<file path="config.mk">
export PLATFORM = sky130hd
export DESIGN_NAME = lcd_bus_arbiter
export DESIGN_NICKNAME = d
export VERILOG_FILES = /design/src/rtl/lcd_pkg.sv /design/src/rtl/lcd_arb_pick.sv /design/src/rtl/lcd_bus_arbiter.sv
export SDC_FILE = /design/constraint.sdc
export NUM_CORES = 1
export LEC_CHECK = 0
export ABC_AREA = 1
export CAP_MARGIN = 10
export CORE_AREA = 5 5 75 77
export CTS_CLUSTER_DIAMETER = 200
export DETAILED_ROUTE_END_ITERATION = 8
export DIE_AREA = 0 0 80 82
export PLACE_DENSITY = 0.8
export SYNTH_ARGS = -nofsm -noshare
export SYNTH_HDL_FRONTEND = slang
export SYNTH_HIERARCHICAL = 1
export SYNTH_SLANG_ARGS = --single-unit
</file>
<file path="constraint.sdc">
create_clock -name pclk -period 1.9 [get_ports pclk]
set_clock_uncertainty 0.15 [all_clocks]
set_input_delay 0.57 -clock pclk [delete_from_list [all_inputs] [get_ports pclk]]
set_output_delay 0.57 -clock pclk [all_outputs]
set_load 0.05 [all_outputs]
</file>
<file path="src/rtl/lcd_pkg.sv">
// Shared definitions for the LCD write-port arbiter: master indices, FSM states
// and the round-robin pointer update.
package lcd_pkg;

  localparam logic [1:0] LCD_M_INIT = 2'd0;
  localparam logic [1:0] LCD_M_GUI  = 2'd1;
  localparam logic [1:0] LCD_M_CPU  = 2'd2;
  localparam logic [1:0] LCD_M_NONE = 2'd3;

  typedef enum logic {ARB_IDLE, ARB_BUSY} lcd_arb_state_t;

  // Point the GUI/CPU round-robin away from whoever just won; INIT leaves it alone.
  function automatic logic rr_update(input logic [1:0] winner, input logic rr_gui_next);
    logic rr;
    rr = rr_gui_next;
    if (winner == LCD_M_GUI) rr = 1'b0;
    if (winner == LCD_M_CPU) rr = 1'b1;
    return rr;
  endfunction

endpackage

</file>
<file path="src/rtl/lcd_arb_pick.sv">
// Combinational winner selection: INIT has strict priority, GUI/CPU share by round-robin.
module lcd_arb_pick
  import lcd_pkg::*;
(
  input  logic [2:0] eff_req,
  input  logic       rr_gui_next,
  output logic [1:0] winner,
  output logic       any
);

  always_comb begin
    any    = |eff_req;
    winner = LCD_M_NONE;
    if (eff_req[0]) begin
      winner = LCD_M_INIT;
    end else if (eff_req[1] && eff_req[2]) begin
      winner = rr_gui_next ? LCD_M_GUI : LCD_M_CPU;
    end else if (eff_req[1]) begin
      winner = LCD_M_GUI;
    end else if (eff_req[2]) begin
      winner = LCD_M_CPU;
    end
  end

endmodule

</file>
<file path="src/rtl/lcd_bus_arbiter.sv">
// Burst-atomic arbiter sharing the LCD write port among INIT, GUI and CPU masters,
// with a no-progress watchdog and CPU abort on cpu_en fall.
module lcd_bus_arbiter
  import lcd_pkg::*;
#(
  parameter int unsigned DW      = 16,
  parameter int unsigned TIMEOUT = 1024
) (
  input  logic            pclk,
  input  logic            rst,
  input  logic            cpu_en,
  input  logic [2:0]      m_req,
  input  logic [2:0]      m_valid,
  input  logic [2:0]      m_dc,
  input  logic [3*DW-1:0] m_data,
  input  logic [2:0]      m_last,
  output logic [2:0]      m_ready,
  output logic            lcd_valid,
  output logic            lcd_dc,
  output logic [DW-1:0]   lcd_data,
  input  logic            lcd_ready,
  output logic [1:0]      owner,
  output logic            busy,
  output logic            timeout_p,
  output logic            abort_p
);

  localparam int unsigned WW = $clog2(TIMEOUT);
  localparam logic [WW-1:0] WdogMax = WW'(TIMEOUT - 1);

  lcd_arb_state_t state_q, state_d;
  logic [1:0]     owner_q, owner_d;
  logic           rr_gui_next_q, rr_gui_next_d;
  logic [WW-1:0]  wdog_q, wdog_d;
  logic           timeout_q, timeout_d;
  logic           abort_q, abort_d;

  logic [2:0] eff_req;
  logic [1:0] winner;
  logic       any;
  logic       sel_last;
  logic       handshake;

  assign eff_req = m_req & {cpu_en, 2'b11};

  lcd_arb_pick u_pick (
    .eff_req     (eff_req),
    .rr_gui_next (rr_gui_next_q),
    .winner      (winner),
    .any         (any)
  );

  // Datapath is a pure mux on the registered owner; nothing leaks outside BUSY.
  always_comb begin
    m_ready   = '0;
    lcd_valid = 1'b0;
    lcd_dc    = 1'b0;
    lcd_data  = '0;
    sel_last  = 1'b0;
    if (state_q == ARB_BUSY) begin
      for (int i = 0; i < 3; i++) begin
        if (owner_q == 2'(i)) begin
          lcd_valid  = m_valid[i];
          lcd_dc     = m_dc[i];
          lcd_data   = m_data[i*DW +: DW];
          sel_last   = m_last[i];
          m_ready[i] = lcd_ready;
        end
      end
    end
  end

  assign handshake = lcd_valid & lcd_ready;

  always_comb begin
    state_d       = state_q;
    owner_d       = owner_q;
    rr_gui_next_d = rr_gui_next_q;
    wdog_d        = wdog_q;
    timeout_d     = 1'b0;
    abort_d       = 1'b0;
    unique case (state_q)
      ARB_IDLE: begin
        if (any) begin
          state_d       = ARB_BUSY;
          owner_d       = winner;
          wdog_d        = '0;
          rr_gui_next_d = rr_update(winner, rr_gui_next_q);
        end
      end
      ARB_BUSY: begin
        // Release causes in priority order: clean end of burst, abort, watchdog.
        if (handshake && sel_last) begin
          state_d = ARB_IDLE;
          owner_d = LCD_M_NONE;
          wdog_d  = '0;
        end else if (owner_q == LCD_M_CPU && !cpu_en) begin
          state_d = ARB_IDLE;
          owner_d = LCD_M_NONE;
          wdog_d  = '0;
          abort_d = 1'b1;
        end else if (!handshake && wdog_q == WdogMax) begin
          state_d   = ARB_IDLE;
          owner_d   = LCD_M_NONE;
          wdog_d    = '0;
          timeout_d = 1'b1;
        end else if (handshake) begin
          wdog_d = '0;
        end else begin
          wdog_d = wdog_q + WW'(1);
        end
      end
    endcase
  end

  always_ff @(posedge pclk) begin
    if (rst) begin
      state_q       <= ARB_IDLE;
      owner_q       <= LCD_M_NONE;
      rr_gui_next_q <= 1'b1;
      wdog_q        <= '0;
      timeout_q     <= 1'b0;
      abort_q       <= 1'b0;
    end else begin
      state_q       <= state_d;
      owner_q       <= owner_d;
      rr_gui_next_q <= rr_gui_next_d;
      wdog_q        <= wdog_d;
      timeout_q     <= timeout_d;
      abort_q       <= abort_d;
    end
  end

  assign owner     = owner_q;
  assign busy      = (state_q == ARB_BUSY);
  assign timeout_p = timeout_q;
  assign abort_p   = abort_q;

endmodule

</file>
==> impl_metrics.yaml <==
setup_path:
  timing.critical_path.arrival_ns: 1.43
  cp_max_fo: 10
  timing.critical_path.mode_cell: "sky130_fd_sc_hd__buf_12"
  critPathLaunchType: "register"
  critical_path.max_stage_delay_ns: 0.37
  crit_chain: "nor2_4, buf_12, nand2_1, nand3_1, nand2_2, clkinvlp_4, buf_12"
  cp_slowest_cell: "sky130_fd_sc_hd__dfxtp_4"
  critical_path_class: "reg2out"
  worst-endpoint-required_ns: 1.18
  critical_path.endpoint_type: "primary output"
finish:
  leading_cell_type_in_the_layout_fill_and_taps_excluded: "sky130_fd_sc_hd__nand2_1"
  num-fill-cells: 413
  nNetsFinal: 453
  area_delta_synth_final_pct: 132
  num_antenna_cells: 0
  fin_cells: 456
  final_cell_mix: "sky130_fd_sc_hd__nand2_1, sky130_fd_sc_hd__dlygate4sd2_1, sky130_fd_sc_hd__nand2_2"
  proportion_of_layout_cells_with_a_drive_suffix_above_1_pct: 46.1
  final_core_utilization_pct: 68.0
synthesis:
  synth.area.top_cells: "sky130_fd_sc_hd__nand2_1, sky130_fd_sc_hd__dfxtp_1, sky130_fd_sc_hd__nand3_1"
  synthMuxAreaShare_pct: 0
  yosys_register_bits: 16
  yosys.area_share.simple_pct: 53.5
  share_of_the_synthesized_area_in_the_top_cell_type_pct: 28.8
  synth_xor_xnor_area_share_pct: 2.42
  yosys_warnings: 6
  combinational_family_with_the_most_area_after_synthesis: "simple AND/OR/NAND/NOR gates"
  synth_area_um2: 1450
  synth_sequential_area_ratio_pct: 22.1
  synth_compound_gate_area_share_pct: 7.25
  synth_cells: 270
  mappedNetlistNets: 336
  syn-mean-instance-area_um2: 5.37
  synthDistinctLibCells: 25
  post_synthesis_share_of_cell_area_spent_on_full_adders_half_adders_and_majority_gates_pct: 1.73
  synth_top_cell_by_area: "sky130_fd_sc_hd__nand2_1"
grt:
  grt.overflow.total: 0
  maximum_number_of_pins_on_one_net_before_global_route_repair: 18
  number_of_global_route_vias_before_repair: 2096
  first_pass_grt_wire_length_um: 9590
  grt_antenna_before_repair: 0
  grt.total_usage_pct: 18.5
min_path:
  worstHoldPathType: "reg2reg"
clock_tree:
  cts-root-to-sink-buffers: 2
  clockRootBuffer: "sky130_fd_sc_hd__clkbuf_8"
  ctsHtreeMaxLevel: 1
  tritoncts: "built"
  cts.clk_slew.worst_paths_ns: 0.07
  worst_skew_pair.late_latency_ns: 0.26
  cts_made_buffers: 3
  clock-sinks: 16
route:
  drt_iter0_markers: 27
  average_vias_per_placed_instance: 4.67
  detail_route.wl_per_cell_um: 13.7
  detail_route.wirelength_um: 6260
  routed-via-count: 2129
  postRouteAntennaNets: 0
  drtPass1Iterations: 4
  drc: 0
sta:
  tightest_slew_ns: 0.267
  timing_hold_violations_final: 0
  max_freq_ghz: 0.466
  finalCritPeriodShare_pct: 113
  worst_slack_ns: -0.246
  setup_viol_count_final: 20
  rsz0062_at_grt: "yes"
  slew_viol_final: 0
  min_period_ns: 2.15
  relSlewSlack_pct: 82.1
  fin_hold_ws_ns: 0.327
flow_run:
  max-cap-violations: 0
power:
  static-leakage-power_uw: 0.00149
  vdd_ir_drop_max_v: 0.000457
  pwrdens_nw_per_um2: 479
placed_design:
  dp.cells: 443
  gp_congestion: 0.874
  detailed_place_hpwl_um: 4560
  place.port_buffers: 89
  dpl_worst_slack_ns: -0.485
floorplanning:
  std_cell_rows: 26
  die_height_um: 82
  die_w_um: 80
  io_pins: 90
  dieArea_um2: 6560
  coreArea_um2: 4940
  floorplan.initialDensity_pct: 29.3
run_status:
  failing_checks: "negative setup slack"
  run_status: "finished with violations"
final cells by class:
type | count | area (um^2) | share of cell area, %
multi-input combinational | 208 | 1300 | 38.6
inverter | 38 | 224 | 6.66
tap | 70 | 87.6 | 2.60
timing repair buffer | 120 | 1380 | 40.9
clock buffer | 4 | 45.0 | 1.34
sequential | 16 | 334 | 9.93
registers in the layout, summed over array words and instances, names as in the netlist:
signal	flops
wdog_q	10
rr_gui_next_q	1
abort_p	1
owner	2
timeout_p	1
busy	1
cell usage after synthesis:
cell and n:
sky130_fd_sc_hd__ha_1 2, sky130_fd_sc_hd__o21ai_1 1, sky130_fd_sc_hd__inv_2 6, sky130_fd_sc_hd__nand4_1 1
sky130_fd_sc_hd__clkinv_1 2, sky130_fd_sc_hd__inv_1 30, sky130_fd_sc_hd__buf_1 1, sky130_fd_sc_hd__nand3_2 2
sky130_fd_sc_hd__o21a_1 3, sky130_fd_sc_hd__o21ai_0 2, sky130_fd_sc_hd__or2_2 1, sky130_fd_sc_hd__nand2_2 3
sky130_fd_sc_hd__nand2_1 111, sky130_fd_sc_hd__a21oi_1 12, sky130_fd_sc_hd__nor3_1 8, sky130_fd_sc_hd__a211oi_1 1
sky130_fd_sc_hd__nor2_1 24, sky130_fd_sc_hd__nand4_2 1, sky130_fd_sc_hd__buf_6 2, sky130_fd_sc_hd__buf_2 1
sky130_fd_sc_hd__nor2_2 3, sky130_fd_sc_hd__xor2_1 4, sky130_fd_sc_hd__clkbuf_1 4, sky130_fd_sc_hd__nand3_1 29
sky130_fd_sc_hd__dfxtp_1 16
logic make-up after synthesis:
family	count (synthesis)
adder cells (fa/ha/maj)	2
AO/OA/AOI/OAI	19
flip-flops	16
XOR/XNOR	4
buffers and inverters	46
AND/OR/NAND/NOR	183
per-stage QoR:
stage	instance area (um^2)	power (uW)	setup TNS, ns
6_report	3360	1610	-3.86
5_1_grt	3360	1690	-5.06
4_1_cts	3260	1580	-4.10
3_5_place_dp	3090	1260	-11.22
3_3_place_gp	3090	1250	-10.48
2_1_floorplan	1750	847	-2.41
metal layers:
metal / wire, um / up-vias / GRT usage (%)
li1: - / 1069 / -
met1: 2430 / 975 / 19.9
met2: 3250 / 76 / 35.8
met3: 461 / 9 / 3.07
met4: 112 / 0 / 6.93
met5: 0 / - / 0
power breakdown:
| part | internal, uW | total (uW) | leakage [uW] | switching (uW) |
|---|---|---|---|---|
| sequential | 353 | 381 | 0.000132 | 27.7 |
| combinational | 447 | 957 | 0.00134 | 511 |
| clock | 149 | 273 | 0.0000228 | 123 |
critical path: cells and delay by family, from the launching register on:
family	cells	cell delay, ns
simple gates	4	0.42
flops	1	0.37
buf+inv	3	0.38
path summary, 6_finish.rpt:
path / startpoint / end / slack [ns] / depth (start not counted)
max: owner[1] / lcd_dc / -0.25 / 7
min: rr_gui_next_q / rr_gui_next_q / 0.33 / 2
max reg2reg: owner[1] / wdog_q[8] / 0.09 / 13
min reg2reg: rr_gui_next_q / rr_gui_next_q / 0.33 / 2
what timing repair did:
action / CTS / global route
buffers inserted: 11 / 1
hold buffers: 0 / 0
setup endpoints to repair: 33 / 36
resized for setup: 90 / 33
pin swaps: 60 / 15
No activity file was read; power rests on OpenSTA's default activity.
